===== src/rtl/immgen_pkg.sv =====
// rtl/immgen_pkg.sv - immediate format codes, opcode constants and opcode-to-format decode
package immgen_pkg;

   typedef enum logic [2:0] {
      FMT_NONE = 3'd0,
      FMT_I    = 3'd1,
      FMT_S    = 3'd2,
      FMT_B    = 3'd3,
      FMT_U    = 3'd4,
      FMT_J    = 3'd5
   } imm_fmt_e;

   localparam logic [6:0] OPC_OP_IMM = 7'b0010011;
   localparam logic [6:0] OPC_LOAD   = 7'b0000011;
   localparam logic [6:0] OPC_JALR   = 7'b1100111;
   localparam logic [6:0] OPC_SYSTEM = 7'b1110011;
   localparam logic [6:0] OPC_STORE  = 7'b0100011;
   localparam logic [6:0] OPC_BRANCH = 7'b1100011;
   localparam logic [6:0] OPC_LUI    = 7'b0110111;
   localparam logic [6:0] OPC_AUIPC  = 7'b0010111;
   localparam logic [6:0] OPC_JAL    = 7'b1101111;

   // Every listed opcode ends in 2'b11, so a compressed-style encoding falls out as FMT_NONE.
   function automatic imm_fmt_e decode_fmt(input logic [6:0] opcode);
      imm_fmt_e f;
      case (opcode)
         OPC_OP_IMM, OPC_LOAD, OPC_JALR, OPC_SYSTEM: f = FMT_I;
         OPC_STORE:                                  f = FMT_S;
         OPC_BRANCH:                                 f = FMT_B;
         OPC_LUI, OPC_AUIPC:                         f = FMT_U;
         OPC_JAL:                                    f = FMT_J;
         default:                                    f = FMT_NONE;
      endcase
      return f;
   endfunction

endpackage


===== src/rtl/immgen_extract.sv =====
// rtl/immgen_extract.sv - combinational immediate extraction and sign extension to XLEN
module immgen_extract
   import immgen_pkg::*;
#(
   parameter int XLEN = 32
) (
   input  logic [31:7]     ir,
   input  imm_fmt_e        fmt,
   output logic [XLEN-1:0] imm
);

   logic [31:0] imm32;

   always_comb begin
      imm32 = '0;
      case (fmt)
         FMT_I:   imm32 = {{20{ir[31]}}, ir[31:20]};
         FMT_S:   imm32 = {{20{ir[31]}}, ir[31:25], ir[11:7]};
         FMT_B:   imm32 = {{19{ir[31]}}, ir[31], ir[7], ir[30:25], ir[11:8], 1'b0};
         FMT_U:   imm32 = {ir[31:12], 12'b0};
         FMT_J:   imm32 = {{11{ir[31]}}, ir[31], ir[19:12], ir[20], ir[30:21], 1'b0};
         default: imm32 = '0;
      endcase
   end

   if (XLEN == 32) begin : g_x32
      assign imm = imm32;
   end else begin : g_wide
      assign imm = {{(XLEN-32){imm32[31]}}, imm32};
   end

endmodule


===== src/rtl/immed_gen_pipe.sv =====
// rtl/immed_gen_pipe.sv - two-stage immediate generator with valid/ready flow control
// Optional IMMGEN_ILLEGAL_EN adds a registered illegal-opcode output.
module immed_gen_pipe
   import immgen_pkg::*;
#(
   parameter int XLEN = 32,
   parameter int ILEN = 32
) (
   input  logic            clk,
   input  logic            rst_n,
   input  logic            in_valid,
   output logic            in_ready,
   input  logic [ILEN-1:0] ir,
   input  logic [XLEN-1:0] pc,
   output logic            out_valid,
   input  logic            out_ready,
   output logic [XLEN-1:0] imm,
   output logic [2:0]      fmt,
   output logic [XLEN-1:0] target
`ifdef IMMGEN_ILLEGAL_EN
   ,
   output logic            illegal
`endif
);

   if (ILEN != 32) begin : g_bad_ilen
      $error("immed_gen_pipe: ILEN must be 32");
   end
   if (XLEN != 32 && XLEN != 64) begin : g_bad_xlen
      $error("immed_gen_pipe: XLEN must be 32 or 64");
   end

   logic            s1_valid;
   logic [31:7]     s1_ir;
   logic [XLEN-1:0] s1_pc;
   imm_fmt_e        s1_fmt;
   logic            s2_adv;
   logic [XLEN-1:0] x_imm;

   // The only combinational input-to-output path is out_ready -> in_ready.
   assign s2_adv   = !out_valid || out_ready;
   assign in_ready = !s1_valid || s2_adv;

   immgen_extract #(.XLEN(XLEN)) u_extract (
      .ir  (s1_ir),
      .fmt (s1_fmt),
      .imm (x_imm)
   );

   always_ff @(posedge clk) begin
      if (!rst_n) begin
         s1_valid  <= 1'b0;
         s1_ir     <= '0;
         s1_pc     <= '0;
         s1_fmt    <= FMT_NONE;
         out_valid <= 1'b0;
         imm       <= '0;
         fmt       <= '0;
         target    <= '0;
`ifdef IMMGEN_ILLEGAL_EN
         illegal   <= 1'b0;
`endif
      end else begin
         if (in_ready) begin
            s1_valid <= in_valid;
            if (in_valid) begin
               s1_ir  <= ir[31:7];
               s1_pc  <= pc;
               s1_fmt <= decode_fmt(ir[6:0]);
            end
         end
         // Output registers only load with a real item, so an empty pipe keeps its last values.
         if (s2_adv) begin
            out_valid <= s1_valid;
            if (s1_valid) begin
               imm    <= x_imm;
               fmt    <= s1_fmt;
               target <= s1_pc + x_imm;
`ifdef IMMGEN_ILLEGAL_EN
               illegal <= (s1_fmt == FMT_NONE);
`endif
            end
         end
      end
   end

endmodule


===== config.mk =====
export PLATFORM = sky130hd
export DESIGN_NAME = immed_gen_pipe
export DESIGN_NICKNAME = d
export VERILOG_FILES = /design/src/rtl/immgen_pkg.sv /design/src/rtl/immgen_extract.sv /design/src/rtl/immed_gen_pipe.sv
export SDC_FILE = /design/constraint.sdc
export NUM_CORES = 1
export LEC_CHECK = 0
export ABC_CLOCK_PERIOD_IN_PS = 4500
export CORE_MARGIN = 3
export CORE_UTILIZATION = 35
export DETAILED_ROUTE_END_ITERATION = 12
export SYNTH_ARGS = -nofsm -noshare
export SYNTH_HDL_FRONTEND = slang
export SYNTH_SLANG_ARGS = --single-unit

===== constraint.sdc =====
create_clock -name clk -period 4.5 [get_ports clk]
set_input_delay 0.675 -clock clk [delete_from_list [all_inputs] [get_ports clk]]
set_output_delay 0.675 -clock clk [all_outputs]
set_load 0.02 [all_outputs]

### After elaboration in Yosys (flattened, before gate mapping)

Cells that the tools add are included.

| storage, ports and cells | value |
|---|---|
| register bits after elaboration | 129 |
| input bits | 68 |
| output and inout port bits | 69 |
| logic and storage cells | 33 |

| operators by class | value |
|---|---|
| $add $sub $neg | 1 |
| equal/unequal tests | 14 |
| muxes and demuxes | 2 |
| reductions and logical operators | 8 |

Operators with widths:

| operator | count |
|---|---|
| $pmux W32 S5 | 1 |
| $add A32 B32 Y32 | 1 |
| $eq A7 B7 Y1 const B | 4 |
| $pmux W3 S5 | 1 |
| $eq A7 B5 Y1 const B | 2 |
| $eq A7 B6 Y1 const B | 2 |
| $eq A7 B2 Y1 const B | 1 |
| $eq A3 B2 Y1 const B | 2 |
| $eq A3 B3 Y1 const B | 2 |
| $reduce_and A2 Y1 | 2 |
| $reduce_or A4 Y1 | 1 |
| $eq A3 B1 Y1 const B | 1 |
| $logic_not A1 Y1 | 2 |
| $logic_or A1 B1 Y1 | 2 |
| $reduce_or A2 Y1 | 1 |

### Logic depth before layout (Yosys ltp)

| logic depth | value |
|---|---|
| word-level depth | 4 |
| depth in mapped cells | 15 |

### By module

From an unflattened synthesis, not the netlist that was laid out.

| unflattened totals | value |
|---|---|
| cell total of the unflattened synthesis | 865 |
| area, all modules | 6,835.3 um^2 |

By module, submodules not included:

| module | times used | cells an instance | area each (um^2) | sequential area each (um^2) |
|---|---|---|---|---|
| immed_gen_pipe | 1 | 799 | 6,444.9 | 2,582.5 |
| immgen_extract | 1 | 66 | 390.4 | 0.0 |

### Worst setup path before layout

Ideal clock, no wire load.

| timing path | value |
|---|---|
| path kind | register to register |
| from | register s1_fmt[1] |
| to | register target[31] |
| library setup time | 0.133 ns |
| arrival | 2.853 ns |
| path slack | 1.514 ns |
| cell stages (with the launch flop) | 15 |
| buffers on the path | 3 |
| period minus slack after synthesis | 2.986 ns |
| cell sequence | dfxtp_1 buf_2 nor2b_1 or2_2 and2_1 buf_2 a21o_1 ha_1 clkbuf_8 a211oi_1 o211ai_1 a21oi_1 o21ai_0 a221oi_1 o211ai_1 |

| on the way | value |
|---|---|
| cells in the longest elaborated chain, start to end | 3 |
| elaborated cells on any way between the ends | 7 |

RTL lines:

| what | RTL line | text |
|---|---|---|
| start, declared | immed_gen_pipe.sv:36 | `imm_fmt_e s1_fmt;` |
| start signal, assigned | immed_gen_pipe.sv:69 | `s1_fmt <= decode_fmt(ir[6:0]);` |
| $eq A3 B3 Y1, or another cell as far along | immgen_extract.sv:16 | `case (fmt)` |
| $pmux W32 S5 * | immgen_extract.sv:16 |  |
| via u_extract.imm[20] | immgen_extract.sv:9 | `output logic [XLEN-1:0] imm` |
| $add A32 B32 Y32 * | immed_gen_pipe.sv:78 | `target <= s1_pc + x_imm;` |
| end signal, assigned | immed_gen_pipe.sv:78 |  |
| end, declared | immed_gen_pipe.sv:19 | `output logic [XLEN-1:0] target` |

The timed path passes the listed nets; every way through them passes the cells marked *.
A chain may end at the register's enable or synchronous reset.

### Final worst setup path

| timing path | value |
|---|---|
| from | register s1_fmt[2] |
| to | register target[31] |

The elaborated chain is that of the path after synthesis.

==> results.sh <==
export IMPL_wl_per_cell_um=16.6
export IMPL_insertion_delay_ns=0.42
export IMPL_final_common_cell="nand2_1"
export IMPL_placedCellCount=1198
export IMPL_port_buffers=136
export IMPL_grt_overflow_total=0
export IMPL_fmax_mhz=285
export IMPL_cts_max_level=4
export IMPL_timing_rr_start="s1_fmt[2]$_SDFFE_PN0P_"
export IMPL_worst_setup_path_type="reg2reg"
export IMPL_cts_sinks=129
export IMPL_cts_root_buf="clkbuf_16"
export IMPL_hp_start="target[14]$_SDFFE_PN0P_"
export IMPL_powerDensity_nw_per_um2=338
export IMPL_synth_nets=950
export IMPL_cts_setup_buffers=0
export IMPL_critPathRequiredTime_ns=4.80
export IMPL_path_max_fanout=11
export IMPL_die_h_um=146
export IMPL_arrival_ns=3.81
export IMPL_min_period_ns=3.51
export IMPL_finalPower_mw=3.01
export IMPL_reg2reg_depth=11
export IMPL_start_kind="flip-flop"
export IMPL_nets=1057
export IMPL_grt_max_degree=62
export IMPL_vias=6213
export IMPL_setup_viol=0
export IMPL_ff_latch_area_um2=2580
export IMPL_fillers=1915
export IMPL_gp_congestion=0.878
export IMPL_ant_nets=0
export IMPL_startpoint="s1_fmt[2]$_SDFFE_PN0P_"
export IMPL_p_clk_share_pct=47.8
export IMPL_mostFrequentLayoutCells="nand2_1 (236), clkdlybuf4s50_1 (135), dfxtp_1 (129), a21boi_0 (93), a21o_1 (36)"
export IMPL_outcome="completed"
export IMPL_r2r_setup_slack_ns=0.99
export IMPL_ys_seq_area_share_pct=37.9
export IMPL_final_cells=1230
export IMPL_cts_inserted_buffers=17
export IMPL_dp_hpwl_um=15300
export IMPL_finalHoldViolations=0
export IMPL_hp_class="reg2reg"
export IMPL_cts_resized=0
export IMPL_yosysUniqueCellTypes=68
export IMPL_totalWireLength_um=20400
export IMPL_die_area_um2=21200
export IMPL_holdPathEnd="target[14]$_SDFFE_PN0P_"
export IMPL_fin_util_pct=47.2
export IMPL_async_flop_share_pct=0
export IMPL_post_route_period_util_pct=78.1
export IMPL_p_comb_share_pct=11.7
export IMPL_rr_endpoint="target[31]$_SDFFE_PN0P_"
export IMPL_clk_pin_slew_ns=0.06
export IMPL_antennaDiodeCount=0
export IMPL_ir_drop_mv=0.226
export IMPL_synth_edf_count=0
export IMPL_grt_pass1_wl_um=32500
export IMPL_drtIter0Drc=402
export IMPL_whs_path_depth=2
export IMPL_die_w_um=146
export IMPL_multi_input_area_um2=3960
export IMPL_grt_use_total_pct=19.1
export IMPL_swShare_pct=25.7
export IMPL_crit_path_end_kind="flip-flop"
export IMPL_cts_tree="yes"
export IMPL_initial_core_util_pct=36.1
export IMPL_core_area_um2=18900
export IMPL_drive_gt1_share_pct=6.39
export IMPL_grt_pass1_vias=5847
export IMPL_synth_avg_cell_area_um2=8.02
export IMPL_clock_skew_ns=0.0123
export IMPL_ys_flop_type="dfxtp_1"
export IMPL_p_leak_nw=3.67
export IMPL_io_pins=137
export IMPL_firstDrtPassIters=5
export IMPL_post_route_drc_count=0
export IMPL_rsz0062_at_grt="no"
export IMPL_cts_buffer_depth=2
export IMPL_synth_cells=850
export IMPL_maxSlewViolCount=0
export IMPL_maxCapViolations=0
export IMPL_syn_to_final_growth_pct=30.9
export IMPL_fp_row_count=50
export IMPL_internal_power_mw=2.24
export IMPL_hold_buffers=0
export IMPL_tightest_slew_ns=0.912
export IMPL_synth_area_um2=6820
export IMPL_antenna_found_initial=0
export IMPL_p_switching_mw=0.774
export IMPL_slew_headroom_pct=39.2
export IMPL_setup_tns_ns=0
export IMPL_p_seq_share_pct=40.6
export IMPL_yosysWarningCount=0
export IMPL_vias_per_cell=5.05
export IMPL_synth_seq_cells=129
==> kinds of logic after synthesis <==
| logic type | synth area share (%) |
|---|---|
| AND/OR/NAND/NOR | 22.8 |
| AO/OA/AOI/OAI | 26.4 |
| flip-flops | 37.9 |
| buffers and inverters | 4.22 |
| adder cells (fa/ha/maj) | 5.98 |
| XOR/XNOR | 2.44 |
| multiplexers | 0.294 |
==> routing by layer <==
layer  vias to the layer above  GRT usage [%]  part of all wire, %
met5                         -              0                    0
met4                         0           4.99                  1.5
met3                        23           3.86                  4.3
met2                       154           29.3                   44
met1                      2864           27.5                   50
li1                       3172              -                    -
==> power by group through the flow <==
stage | logic, mW | registers, mW | clock network, mW
global route | 0.388 | 1.23 | 1.52
global placement | 0.353 | 1.25 | 0
finish | 0.352 | 1.22 | 1.44
CTS | 0.355 | 1.22 | 1.47
detailed placement | 0.354 | 1.25 | 0
floorplan | 0.193 | 1.25 | 0
==> cells in the mapped netlist, types with 11 or more instances <==
master / number / area share [%]
and3_1: 13 / 1.2
a21o_1: 36 / 4.0
xnor2_1: 11 / 1.4
clkbuf_1: 32 / 1.8
dfxtp_1: 129 / 38
a21boi_0: 93 / 10
nand2_1: 237 / 13
and2_1: 17 / 1.6
o21ai_0: 34 / 2.5
a21oi_1: 35 / 2.6
nand3_1: 11 / 0.81
ha_1: 31 / 5.7
nor2_1: 21 / 1.2
==> worst max-delay path, cell delays in order (launching register included) <==
cell and delay (ns):
dfxtp_1 0.48, nor2b_1 0.17, buf_4 0.17, nor2b_1 0.58, a21o_1 0.25, ha_1 0.34, a211oi_1 0.33, o211ai_1 0.17
a21oi_1 0.30, o21ai_0 0.12, a221oi_1 0.33, o211ai_1 0.14
==> layout make-up <==
type | instances | share of cell area, %
clock buffer | 18 | 4.92
sequential | 129 | 28.9
multi-input combinational | 659 | 44.3
clock inverter | 14 | 2.02
tap | 260 | 3.65
inverter | 6 | 0.252
timing repair buffer | 144 | 15.9
==> state kept, by name, indices dropped and copies added, names as in the netlist <==
name       cells
imm           32
s1_pc         32
target        32
s1_ir         25
fmt            3
s1_fmt         3
out_valid      1
s1_valid       1
==> through the flow <==
stage	hold WS (ns)	worst slack, ns	cell area, um^2
6_report	0.459	0.985	8920
5_1_grt	0.477	0.705	8920
4_1_cts	0.461	1.03	8920
3_5_place_dp	0.447	1.04	8300
3_3_place_gp	0.435	1.08	8300
2_1_floorplan	0.443	1.51	6820
==> how the worst max path moves through the flow <==
stage,end,slack [ns]
3_3_place_gp,target[31]$_SDFFE_PN0P_,1.08
2_1_floorplan,target[31]$_SDFFE_PN0P_,1.51
6_report,target[31]$_SDFFE_PN0P_,0.99
5_1_grt,target[31]$_SDFFE_PN0P_,0.71
4_1_cts,target[30]$_SDFFE_PN0P_,1.03
3_5_place_dp,target[30]$_SDFFE_PN0P_,1.04
(Power assumes the default switching activity.)
